## src/rtl/rom_pkg.sv

```systemverilog
`default_nettype none
// ============================================================================
//  Module      : rom_pkg
//  Description : Shared ROM geometry, arbiter priority states and response type.
//  Revision    : 1.0 - initial release
// ============================================================================
package rom_pkg;

    localparam int ROM_SIZE = 160;
    localparam int WORD_W   = 32;

    typedef enum logic [0:0] {
        PRI_DATA  = 1'b0,
        PRI_FETCH = 1'b1
    } pri_state_t;

    typedef struct packed {
        logic              valid;
        logic [WORD_W-1:0] data;
        logic              err;
    } rom_rsp_t;

endpackage
`default_nettype wire

```

## src/rtl/rom_fetch_buf.sv

```systemverilog
`default_nettype none
// ============================================================================
//  Module      : rom_fetch_buf
//  Description : One-entry fetch word buffer with word-index hit compare.
//  Revision    : 1.0 - initial release
// ============================================================================
module rom_fetch_buf #(
    parameter int IDX_W  = 29,
    parameter int DATA_W = 32
) (
    input  logic              clk,
    input  logic              reset_n,
    input  logic              load,
    input  logic [IDX_W-1:0]  load_idx,
    input  logic [DATA_W-1:0] load_data,
    input  logic [IDX_W-1:0]  lookup_idx,
    output logic              hit,
    output logic [DATA_W-1:0] hit_data
);

    logic              r_valid;
    logic [IDX_W-1:0]  r_idx;
    logic [DATA_W-1:0] r_data;

    always_ff @(posedge clk or negedge reset_n) begin
        if (!reset_n) begin
            r_valid <= 1'b0;
            r_idx   <= '0;
            r_data  <= '0;
        end else if (load) begin
            r_valid <= 1'b1;
            r_idx   <= load_idx;
            r_data  <= load_data;
        end
    end

    assign hit      = r_valid && (r_idx == lookup_idx);
    assign hit_data = r_data;

endmodule
`default_nettype wire

```

## src/rtl/rom_port_arbiter.sv

```systemverilog
`default_nettype none
// ============================================================================
//  Module      : rom_port_arbiter
//  Description : Shares the ROM read port between instruction fetch and data
//                loads, with starvation-bounded fetch priority and a fetch buffer.
//  Revision    : 1.0 - initial release
// ============================================================================
module rom_port_arbiter
    import rom_pkg::*;
#(
    parameter int ADDR_W       = 31,
    parameter int DATA_W       = 32,
    parameter int STARVE_LIMIT = 3
) (
    input  logic              clk,
    input  logic              reset_n,
    input  logic              f_req,
    input  logic [ADDR_W-1:0] f_addr,
    output logic              f_gnt,
    output logic              f_rvalid,
    output logic [DATA_W-1:0] f_rdata,
    output logic              f_rerr,
    input  logic              d_req,
    input  logic [ADDR_W-1:0] d_addr,
    output logic              d_gnt,
    output logic              d_rvalid,
    output logic [DATA_W-1:0] d_rdata,
    output logic              d_rerr,
    output logic [ADDR_W-1:0] rom_addr,
    input  logic [DATA_W-1:0] rom_data,
    input  logic              rom_overflow
);

    localparam int                c_idx_w   = ADDR_W - 2;
    localparam int                c_cnt_w   = $clog2(STARVE_LIMIT + 1);
    localparam logic [c_cnt_w-1:0] c_starve = c_cnt_w'(STARVE_LIMIT);

    pri_state_t         r_state, w_state_next;
    logic [c_cnt_w-1:0] r_cnt, w_cnt_next;
    logic [ADDR_W-1:0]  r_rom_addr;
    rom_rsp_t           r_f_rsp, r_d_rsp;

    logic               w_f_rom, w_d_rom, w_f_from_buf;
    logic               w_buf_hit;
    logic [DATA_W-1:0]  w_buf_data;

    rom_fetch_buf #(
        .IDX_W  (c_idx_w),
        .DATA_W (DATA_W)
    ) u_fetch_buf (
        .clk        (clk),
        .reset_n    (reset_n),
        .load       (w_f_rom && !rom_overflow),
        .load_idx   (f_addr[ADDR_W-1:2]),
        .load_data  (rom_data),
        .lookup_idx (f_addr[ADDR_W-1:2]),
        .hit        (w_buf_hit),
        .hit_data   (w_buf_data)
    );

    // Grants are held low while reset is asserted.
    always_comb begin
        w_f_rom      = 1'b0;
        w_d_rom      = 1'b0;
        w_f_from_buf = 1'b0;
        if (reset_n) begin
            if (f_req && d_req) begin
                if (w_buf_hit) begin
                    w_d_rom      = 1'b1;
                    w_f_from_buf = 1'b1;
                end else if (r_state == PRI_FETCH) begin
                    w_f_rom = 1'b1;
                end else begin
                    w_d_rom = 1'b1;
                end
            end else if (f_req) begin
                w_f_rom = 1'b1;
            end else if (d_req) begin
                w_d_rom = 1'b1;
            end
        end
    end

    assign f_gnt    = w_f_rom | w_f_from_buf;
    assign d_gnt    = w_d_rom;
    assign rom_addr = w_f_rom ? f_addr : (w_d_rom ? d_addr : r_rom_addr);

    // Counter saturates at the limit; a buffer-hit grant clears it but leaves the FSM alone.
    always_comb begin
        w_cnt_next   = r_cnt;
        w_state_next = r_state;
        if (f_gnt) begin
            w_cnt_next = '0;
        end else if (f_req && (r_cnt != c_starve)) begin
            w_cnt_next = r_cnt + 1'b1;
        end
        if (w_f_rom) begin
            w_state_next = PRI_DATA;
        end else if (w_cnt_next == c_starve) begin
            w_state_next = PRI_FETCH;
        end
    end

    always_ff @(posedge clk or negedge reset_n) begin
        if (!reset_n) begin
            r_state <= PRI_DATA;
            r_cnt   <= '0;
        end else begin
            r_state <= w_state_next;
            r_cnt   <= w_cnt_next;
        end
    end

    always_ff @(posedge clk or negedge reset_n) begin
        if (!reset_n) begin
            r_rom_addr <= '0;
            r_f_rsp    <= '0;
            r_d_rsp    <= '0;
        end else begin
            r_rom_addr    <= rom_addr;
            r_f_rsp.valid <= f_gnt;
            r_d_rsp.valid <= d_gnt;
            if (w_f_from_buf) begin
                r_f_rsp.data <= w_buf_data;
                r_f_rsp.err  <= 1'b0;
            end else if (w_f_rom) begin
                r_f_rsp.data <= rom_overflow ? '0 : rom_data;
                r_f_rsp.err  <= rom_overflow;
            end
            if (w_d_rom) begin
                r_d_rsp.data <= rom_overflow ? '0 : rom_data;
                r_d_rsp.err  <= rom_overflow;
            end
        end
    end

    assign f_rvalid = r_f_rsp.valid;
    assign f_rdata  = r_f_rsp.data;
    assign f_rerr   = r_f_rsp.err;
    assign d_rvalid = r_d_rsp.valid;
    assign d_rdata  = r_d_rsp.data;
    assign d_rerr   = r_d_rsp.err;

endmodule
`default_nettype wire
```

## config.mk

```make
export PLATFORM = sky130hd
export DESIGN_NAME = rom_port_arbiter
export DESIGN_NICKNAME = d
export VERILOG_FILES = /design/src/rtl/rom_pkg.sv /design/src/rtl/rom_fetch_buf.sv /design/src/rtl/rom_port_arbiter.sv
export SDC_FILE = /design/constraint.sdc
export NUM_CORES = 1
export LEC_CHECK = 0
export BUFFER_PORTS_ARGS = -buffer_cell sky130_fd_sc_hd__buf_4
export CORE_UTILIZATION = 30
export DETAILED_ROUTE_END_ITERATION = 8
export PLACE_DENSITY_LB_ADDON = 0.2
export SLEW_MARGIN = 5
export SYNTH_ARGS = -nofsm -noshare
export SYNTH_HDL_FRONTEND = slang
export SYNTH_SLANG_ARGS = --single-unit
export TNS_END_PERCENT = 20
```

## constraint.sdc

```tcl
create_clock -name clk -period 2.8 [get_ports clk]
set_input_delay 0.14 -clock clk [delete_from_list [all_inputs] [get_ports clk]]
set_output_delay 0.14 -clock clk [all_outputs]
set_load 0.005 [all_outputs]
```

==> results of run 1 <==
## layer usage
layer  track usage [%]  vias up  wire (um)
met4              3.19        0        165
li1                  -     2849          -
met2              28.8      169      10700
met3              4.45       12       1110
met5                 0        -          0
met1              23.3     3029      10300
## sequential cells by signal, summed over array words and instances (netlist names)
name	flops
f_rdata	32
d_rvalid	1
u_fetch_buf.r_idx	29
f_rerr	1
d_rdata	32
r_state	1
d_rerr	1
r_rom_addr	31
u_fetch_buf.r_valid	1
f_rvalid	1
u_fetch_buf.hit_data	32
r_cnt	2
## cells by family after synthesis
family / Yosys count / share of synthesized area [%]
mux: 96 / 14.6
simple gates: 122 / 8.04
compound gates: 109 / 11.7
flops: 164 / 55.4
buf+inv: 137 / 7.41
fa+ha+maj: 1 / 0.169
xor+xnor: 23 / 2.72
## worst reg2reg max path: stages (launching register included)
cell and delay [ns]:
sky130_fd_sc_hd__dfrtp_1 0.39, sky130_fd_sc_hd__nor2b_2 0.18, sky130_fd_sc_hd__a2111oi_4 0.32, sky130_fd_sc_hd__o2111a_2 0.31, sky130_fd_sc_hd__a31o_4 0.20, sky130_fd_sc_hd__a21oi_4 0.15, sky130_fd_sc_hd__buf_6 0.19, sky130_fd_sc_hd__a221oi_4 0.32
sky130_fd_sc_hd__dlygate4sd3_1 0.63
## worst paths after layout
kind | from | end | slack, ns
worst min register to register | u_fetch_buf.r_valid | u_fetch_buf.r_valid | 0.49
worst max register to register | u_fetch_buf.r_idx[12] | r_rom_addr[17] | 0.05
worst max-delay path | f_addr[30] | rom_addr[17] | -0.04
min in group asynchronous | reset_n | r_rom_addr[26] | 0.22
max in group asynchronous | reset_n | u_fetch_buf.hit_data[6] | 0.85
worst min-delay path | d_addr[15] | r_rom_addr[15] | 0.02
## stage by stage
| stage | utilization, % | setup WS, ns | hold slack [ns] |
|---|---|---|---|
| after detailed placement | 38.5 | 0.118 | 0.0714 |
| after global routing | 48.0 | -0.150 | 0.0238 |
| after global placement | 38.5 | 0.131 | 0.0676 |
| after CTS | 46.0 | -0.0168 | 0.00400 |
| after floorplan | - | 0.562 | -0.156 |
| final | 48.0 | -0.0420 | 0.0191 |
## repair_timing
item,in CTS,in global routing
pin swaps,3,31
resized for setup,40,43
hold endpoints to repair,119,1
buffers inserted,5,6
cloned,0,3
hold buffers,94,1
endpoints found under the setup margin,33,36
## power by group
part           internal [W]  switching [W]
combinational       0.00145        0.00113
clock               0.00143        0.00106
sequential          0.00308       0.000400
total               0.00597        0.00258
## layout make-up
| type | count | area, sq um |
|---|---|---|
| fillers | 2221 | 12600 |
| flip-flops and latches | 164 | 4100 |
| multi-input cells | 352 | 3330 |
| repair buffers | 325 | 2820 |
| clock buffers | 17 | 425 |
| well taps | 324 | 405 |
| inverters | 97 | 364 |
| clock inverters | 15 | 193 |
## placed cells by master, fill, tap and decap left out, types with 2 or more instances in the layout
cell type / n
sky130_fd_sc_hd__buf_6: 6
sky130_fd_sc_hd__buf_8: 2
sky130_fd_sc_hd__a221oi_2: 6
sky130_fd_sc_hd__nor4_4: 2
sky130_fd_sc_hd__inv_8: 3
sky130_fd_sc_hd__nand2_1: 3
sky130_fd_sc_hd__clkbuf_16: 19
sky130_fd_sc_hd__mux2_1: 77
sky130_fd_sc_hd__a211oi_1: 64
sky130_fd_sc_hd__nand4_1: 6
sky130_fd_sc_hd__nor2b_1: 39
sky130_fd_sc_hd__buf_12: 4
sky130_fd_sc_hd__nand2b_1: 2
sky130_fd_sc_hd__inv_6: 5
sky130_fd_sc_hd__dfrtp_1: 164
sky130_fd_sc_hd__clkinv_2: 2
sky130_fd_sc_hd__inv_1: 97
sky130_fd_sc_hd__mux2i_1: 2
sky130_fd_sc_hd__xnor2_1: 18
sky130_fd_sc_hd__buf_4: 215
sky130_fd_sc_hd__nor2_1: 63
sky130_fd_sc_hd__dlygate4sd3_1: 95
sky130_fd_sc_hd__clkinvlp_4: 2
sky130_fd_sc_hd__xnor2_2: 2
sky130_fd_sc_hd__o21ai_0: 2
sky130_fd_sc_hd__mux2_2: 17
sky130_fd_sc_hd__bufinv_16: 3
sky130_fd_sc_hd__a221oi_4: 24
sky130_fd_sc_hd__xor2_1: 3
==> results.txt, run 1 <==
----------------------------------------------------
[Cells and area]
  Final #Nets ... 1057
  Post-route cell area ... 11600 sq um
  Share of cells above drive strength 1 ... 33.5%
  Number of diodes ... 0
  Finished Layout Cells ... 1294
  Relative area change from synthesis to final layout ... 57.2%

[Placement]
  Inst Count DP ... 1154
  IO Port Bufs ... 199
  Routability cong. ... 0.735
  Area after DPL ... 9330 sq um
  Detailed placement HPWL ... 13600 um

[Drt]
  Total iterations of the first detailed-routing run ... 6
  Total number of vias ... 6059
  Violation count after the first detailed-route iteration ... 220
  Final wirelength ... 22200 um
  Average detailed-routed wire length per instance ... 17.2 um
  Average via count per standard cell ... 4.68
  Post-DRT Antenna Nets ... 0
  # DRC ... 0

[Logic synthesis]
  Library cell with the highest instance count after synthesis ... sky130_fd_sc_hd__dfrtp_1
  Flip-flop cell with the highest count after synthesis ... sky130_fd_sc_hd__dfrtp_1
  Area of the mapped netlist ... 7410 sq um
  Syn Nets ... 752
  Number of flops mapped to enable cells by yosys ... 0
  Area share of the leading cell type in the synthesized netlist ... 55.4%
  Synth cell count leaders ... sky130_fd_sc_hd__dfrtp_1 (164), sky130_fd_sc_hd__inv_1 (97), sky130_fd_sc_hd__mux2_1 (77), sky130_fd_sc_hd__a211oi_1 (64), sky130_fd_sc_hd__nor2_1 (63)
  Main area contributors after synthesis ... sky130_fd_sc_hd__dfrtp_1 (55%), sky130_fd_sc_hd__mux2_1 (12%), sky130_fd_sc_hd__a211oi_1 (6.5%)
  Post-synthesis cell count ... 652
  Share of flip-flops with an asynchronous set or reset after synthesis ... 100%
  Syn. warnings ... 0
  Synthesized area per cell ... 11.4 sq um
  Cell taking the most area after synthesis ... sky130_fd_sc_hd__dfrtp_1
  Seq/Total Area, Yosys ... 55.4%
  Flop and latch count out of synthesis ... 164
  Post-synthesis cell type count ... 35

[CTS]
  Clk slew on worst S/H paths ... 0.07 ns
  Root buffer cell ... sky130_fd_sc_hd__clkbuf_16
  Number of buffers on the longest clock path ... 2
  Sink count of the clock tree ... 164
  Clock latency of the later-clocked register in the worst-skew pair ... 0.42 ns
  Total CTS buffers ... 17
  Clock tree from TritonCTS ... yes
  Number of levels the H-tree was split into ... 4

[Pwr]
  Power, Total ... 0.00855 W
  Worst vdd rail ir drop ... 0.332 mV
  Leak Pwr ... 5.36 nW
  Ratio of total power to cell area ... 735 nW/um^2

[Critical path]
  Delay of the slowest cell on the worst path ... 0.71 ns
  Worst path bufs/invs ... 3
  Endpoint required time on the critical path ... 2.66 ns
  Category of cells accounting for the largest share of critical-path delay ... buffers and inverters
  Worst EP arrival ... 2.70 ns
  Worst-path cell chain ... dlygate4sd3_1 > xnor2_2 > nand4_1 > nor4_4 > a31o_4 > a21oi_4 > buf_6 > a221oi_4 > buf_4
  Launching element type of the critical path ... input port
  Total number of cells along the worst setup path ... 9
  Critical Path End Type ... primary output
  Slowest cell on the critical path ... sky130_fd_sc_hd__dlygate4sd3_1
  Maximum net fanout on the critical path ... 8
  Worst setup path category ... input port to primary output
  Reg2reg path depth ... 8

[STA]
  Worst slew margin ... 46.8%
  Share of the clock period used by the worst path after layout ... 102%
  Final Hold Vio Count ... 0
  Crit path setup slack, layout ... -0.0420 ns
  Slew at the pin closest to its max-slew limit ... 0.798 ns
  Clock skew after layout ... 0.0139 ns
  RSZ-0062 raised after global routing ... yes
  Final-report setup violation count ... 4
  Fmax ... 352 MHz
  Crit path time final ... 2.84 ns
  Post-Route Setup TNS ... -0.0563 ns
  Final number of max-transition violations ... 0

[Run status]
  Failing checks ... negative setup slack
  Outcome ... complete, but fails checks

[Floorplanning]
  Initial cell density of the core ... 30.6%
  Number of rows in the core area ... 57
  Die Footprint ... 25300 sq um
  Die height ... 159 um
  Die boundary width ... 159 um
  Core area ... 24200 sq um
  Number of top-level design ports ... 200

[Job]
  Reported max-cap violation count ... 0

[Hold path]
  Hold Path Stages ... 3
  Worst min-delay path class ... input port to register

[GRT]
  Overflow left after global routing ... 0
  Maximum number of pins on one net before global-route repair ... 59
  Total Routing Usage GR ... 17.5%
  Vias in the first global route ... 6240
  Global-route wire length before repair ... 34700 um
  Antenna violations before repair ... 0

----------------------------------------------------
(Power assumes the default switching activity.)
==> run 2, diff against run 1 <==
--- a/config.mk
+++ b/config.mk
@@ -6,7 +6,9 @@
 export NUM_CORES = 1
 export LEC_CHECK = 0
 export BUFFER_PORTS_ARGS = -buffer_cell sky130_fd_sc_hd__buf_4
-export CORE_UTILIZATION = 30
+export CAP_MARGIN = 10
+export CORE_UTILIZATION = 53
+export CTS_CLUSTER_DIAMETER = 100
 export DETAILED_ROUTE_END_ITERATION = 8
 export PLACE_DENSITY_LB_ADDON = 0.2
 export SLEW_MARGIN = 5
==> run 2 against run 1 <==
The flow still finishes with violations (negative setup slack). Global-route usage is 14 points higher. First-iteration DRC count is 96% higher. Count of clock-buffer cells in the layout rose by 1. Fmax is 4.5% lower. Worst hold slack gained 0.0070 ns. Largest cell class unchanged.
==> results.txt, run 2 (synthesis results as in run 1) <==
----------------------------------------------------
[Run status]
  Outcome ... complete, but fails checks
  Failing checks ... negative setup slack

[Drt]
  # DRC ... 0
  Final wirelength ... 23900 um
  Total number of vias ... 6505
  Total iterations of the first detailed-routing run ... 5
  Met3 layer wire length in the routed design ... 1290 um
  Violation count after the first detailed-route iteration ... 431
  Metal-1 WL ... 9140 um
  Post-DRT Antenna Nets ... 0
  Amount of wire on met2 after detailed routing ... 12500 um
  Highest metal layer with signal wires ... met4
  Average detailed-routed wire length per instance ... 21.1 um
  Average via count per standard cell ... 5.73

[STA]
  Final Hold Vio Count ... 0
  Final number of max-transition violations ... 0
  RSZ-0062 raised after global routing ... yes
  Post-Route Setup TNS ... -3.48 ns
  Worst slew margin ... 38.3%
  Crit path time final ... 2.98 ns
  Fmax ... 336 MHz
  Clock skew after layout ... 0.0115 ns
  Slew at the pin closest to its max-slew limit ... 0.925 ns
  Final-report setup violation count ... 34
  Share of the clock period used by the worst path after layout ... 106%
  Crit path setup slack, layout ... -0.175 ns

[Critical path]
  Critical Path End Type ... primary output
  Maximum net fanout on the critical path ... 8
  Worst setup path category ... register to primary output
  Worst-path cell chain ... nor2b_4 > a2111oi_2 > o2111a_2 > a31o_1 > a21oi_4 > buf_6 > a221oi_2 > buf_4
  Slowest cell on the critical path ... sky130_fd_sc_hd__dfrtp_1
  Worst EP arrival ... 2.84 ns
  Endpoint required time on the critical path ... 2.66 ns
  Launching element type of the critical path ... register
  Delay of the slowest cell on the worst path ... 0.40 ns

[Floorplanning]
  Number of rows in the core area ... 42
  Number of top-level design ports ... 200
  Die boundary width ... 120 um
  Initial cell density of the core ... 55.1%
  Core area ... 13500 sq um
  Die Footprint ... 14500 sq um
  Die height ... 120 um

[Cells and area]
  Share of cells above drive strength 1 ... 33.6%
  Final #Nets ... 1047
  Storage element area ... 4100 sq um
  Relative area change from synthesis to final layout ... 52.4%
  Most common library cell in the layout ignoring fill and taps ... sky130_fd_sc_hd__buf_4
  Number of diodes ... 0
  Multi-input gate area ... 3250 sq um
  Number of inserted filler cells in the final layout ... 667
  Most frequent cells in the layout ... sky130_fd_sc_hd__buf_4 (215), sky130_fd_sc_hd__dfrtp_1 (164), sky130_fd_sc_hd__inv_1 (97)

[GRT]
  Total Routing Usage GR ... 31.2%
  Maximum number of pins on one net before global-route repair ... 75
  Global-route wire length before repair ... 34300 um
  Antenna violations before repair ... 0
  Overflow left after global routing ... 0
  Vias in the first global route ... 6775

[CTS]
  Number of buffers on the longest clock path ... 2
  Number of levels the H-tree was split into ... 4
  Sink count of the clock tree ... 164
  Clock latency of the later-clocked register in the worst-skew pair ... 0.43 ns
  Root buffer cell ... sky130_fd_sc_hd__clkbuf_16
  Clock tree from TritonCTS ... yes
  Clk slew on worst S/H paths ... 0.07 ns
  Total CTS buffers ... 17

[Pwr]
  Ratio of total power to cell area ... 765 nW/um^2
  Leak Pwr ... 5.32 nW
  Worst vdd rail ir drop ... 0.461 mV

[Placement]
  Detailed placement HPWL ... 12100 um
  Worst-case setup slack after placement ... 0.288 ns
  IO Port Bufs ... 199
  Routability cong. ... 0.801

[Hold path]
  Worst min-delay path class ... input port to register

[Job]
  Reported max-cap violation count ... 0

----------------------------------------------------
[run 2: layer usage]
layer / global-route usage, % / vias to the layer above
met5: 0 / -
met2: 54.1 / 304
met4: 15.3 / 0
met3: 5.66 / 77
li1: - / 2821
met1: 37.3 / 3303
[run 2: layout make-up]
cell class | instances | share of cell area (%)
clock buffers | 18 | 3.89
clock inverters | 14 | 1.64
inverters | 97 | 3.22
multi-input cells | 351 | 28.8
flip-flops and latches | 164 | 36.3
well taps | 176 | 1.95
repair buffers | 316 | 24.2
[run 2: worst max-delay path: cells and delay by family (launching register included)]
family                 cells  cell delay (ns)
buffers and inverters      2             0.40
AOI/OAI and AO/OA          5             1.46
and+or+nand+nor            1             0.14
DFF                        1             0.40
[run 2: repair_timing]
action | 4_1_cts | 5_1_grt
pin swaps | 2 | 18
buffers inserted | 0 | 9
hold buffers | 90 | 0
setup endpoints to repair | 32 | 50
gates resized for setup | 44 | 30
endpoints found under the hold margin | 106 | 0
cloned | 1 | 4
[run 2: metrics by stage]
stage,power (W),instance area [sq um],std cells,util [%],hold slack (ns)
floorplan,0.00451,7410,652,-,-0.156
global placement,0.00552,9100,1001,67.7,0.00363
detailed placement,0.00563,9100,1001,67.7,0.00728
CTS,0.00833,10900,1124,81.4,0.00423
global route,0.00901,11300,1136,83.9,0.00456
finish,0.00864,11300,1136,83.9,0.0261
[run 2: final timing paths]
path / startpoint / slack (ns) / depth (start not counted) / endpoint
setup / recovery: u_fetch_buf.r_idx[12] / -0.18 / 8 / rom_addr[21]
hold / removal: f_addr[6] / 0.03 / 3 / r_rom_addr[6]
setup reg to reg: u_fetch_buf.r_idx[12] / -0.03 / 8 / r_rom_addr[0]
hold reg to reg: u_fetch_buf.hit_data[20] / 0.49 / 1 / u_fetch_buf.hit_data[20]
max in group asynchronous: reset_n / 1.48 / 3 / r_rom_addr[15]
min in group asynchronous: reset_n / 0.13 / 2 / f_rdata[24]
[run 2: power by group]
group / internal (W) / switching (W) / total (W)
clock: 0.00151 / 0.000970 / 0.00248
sequential: 0.00309 / 0.000457 / 0.00354
combinational: 0.00143 / 0.00118 / 0.00261
total: 0.00603 / 0.00261 / 0.00864
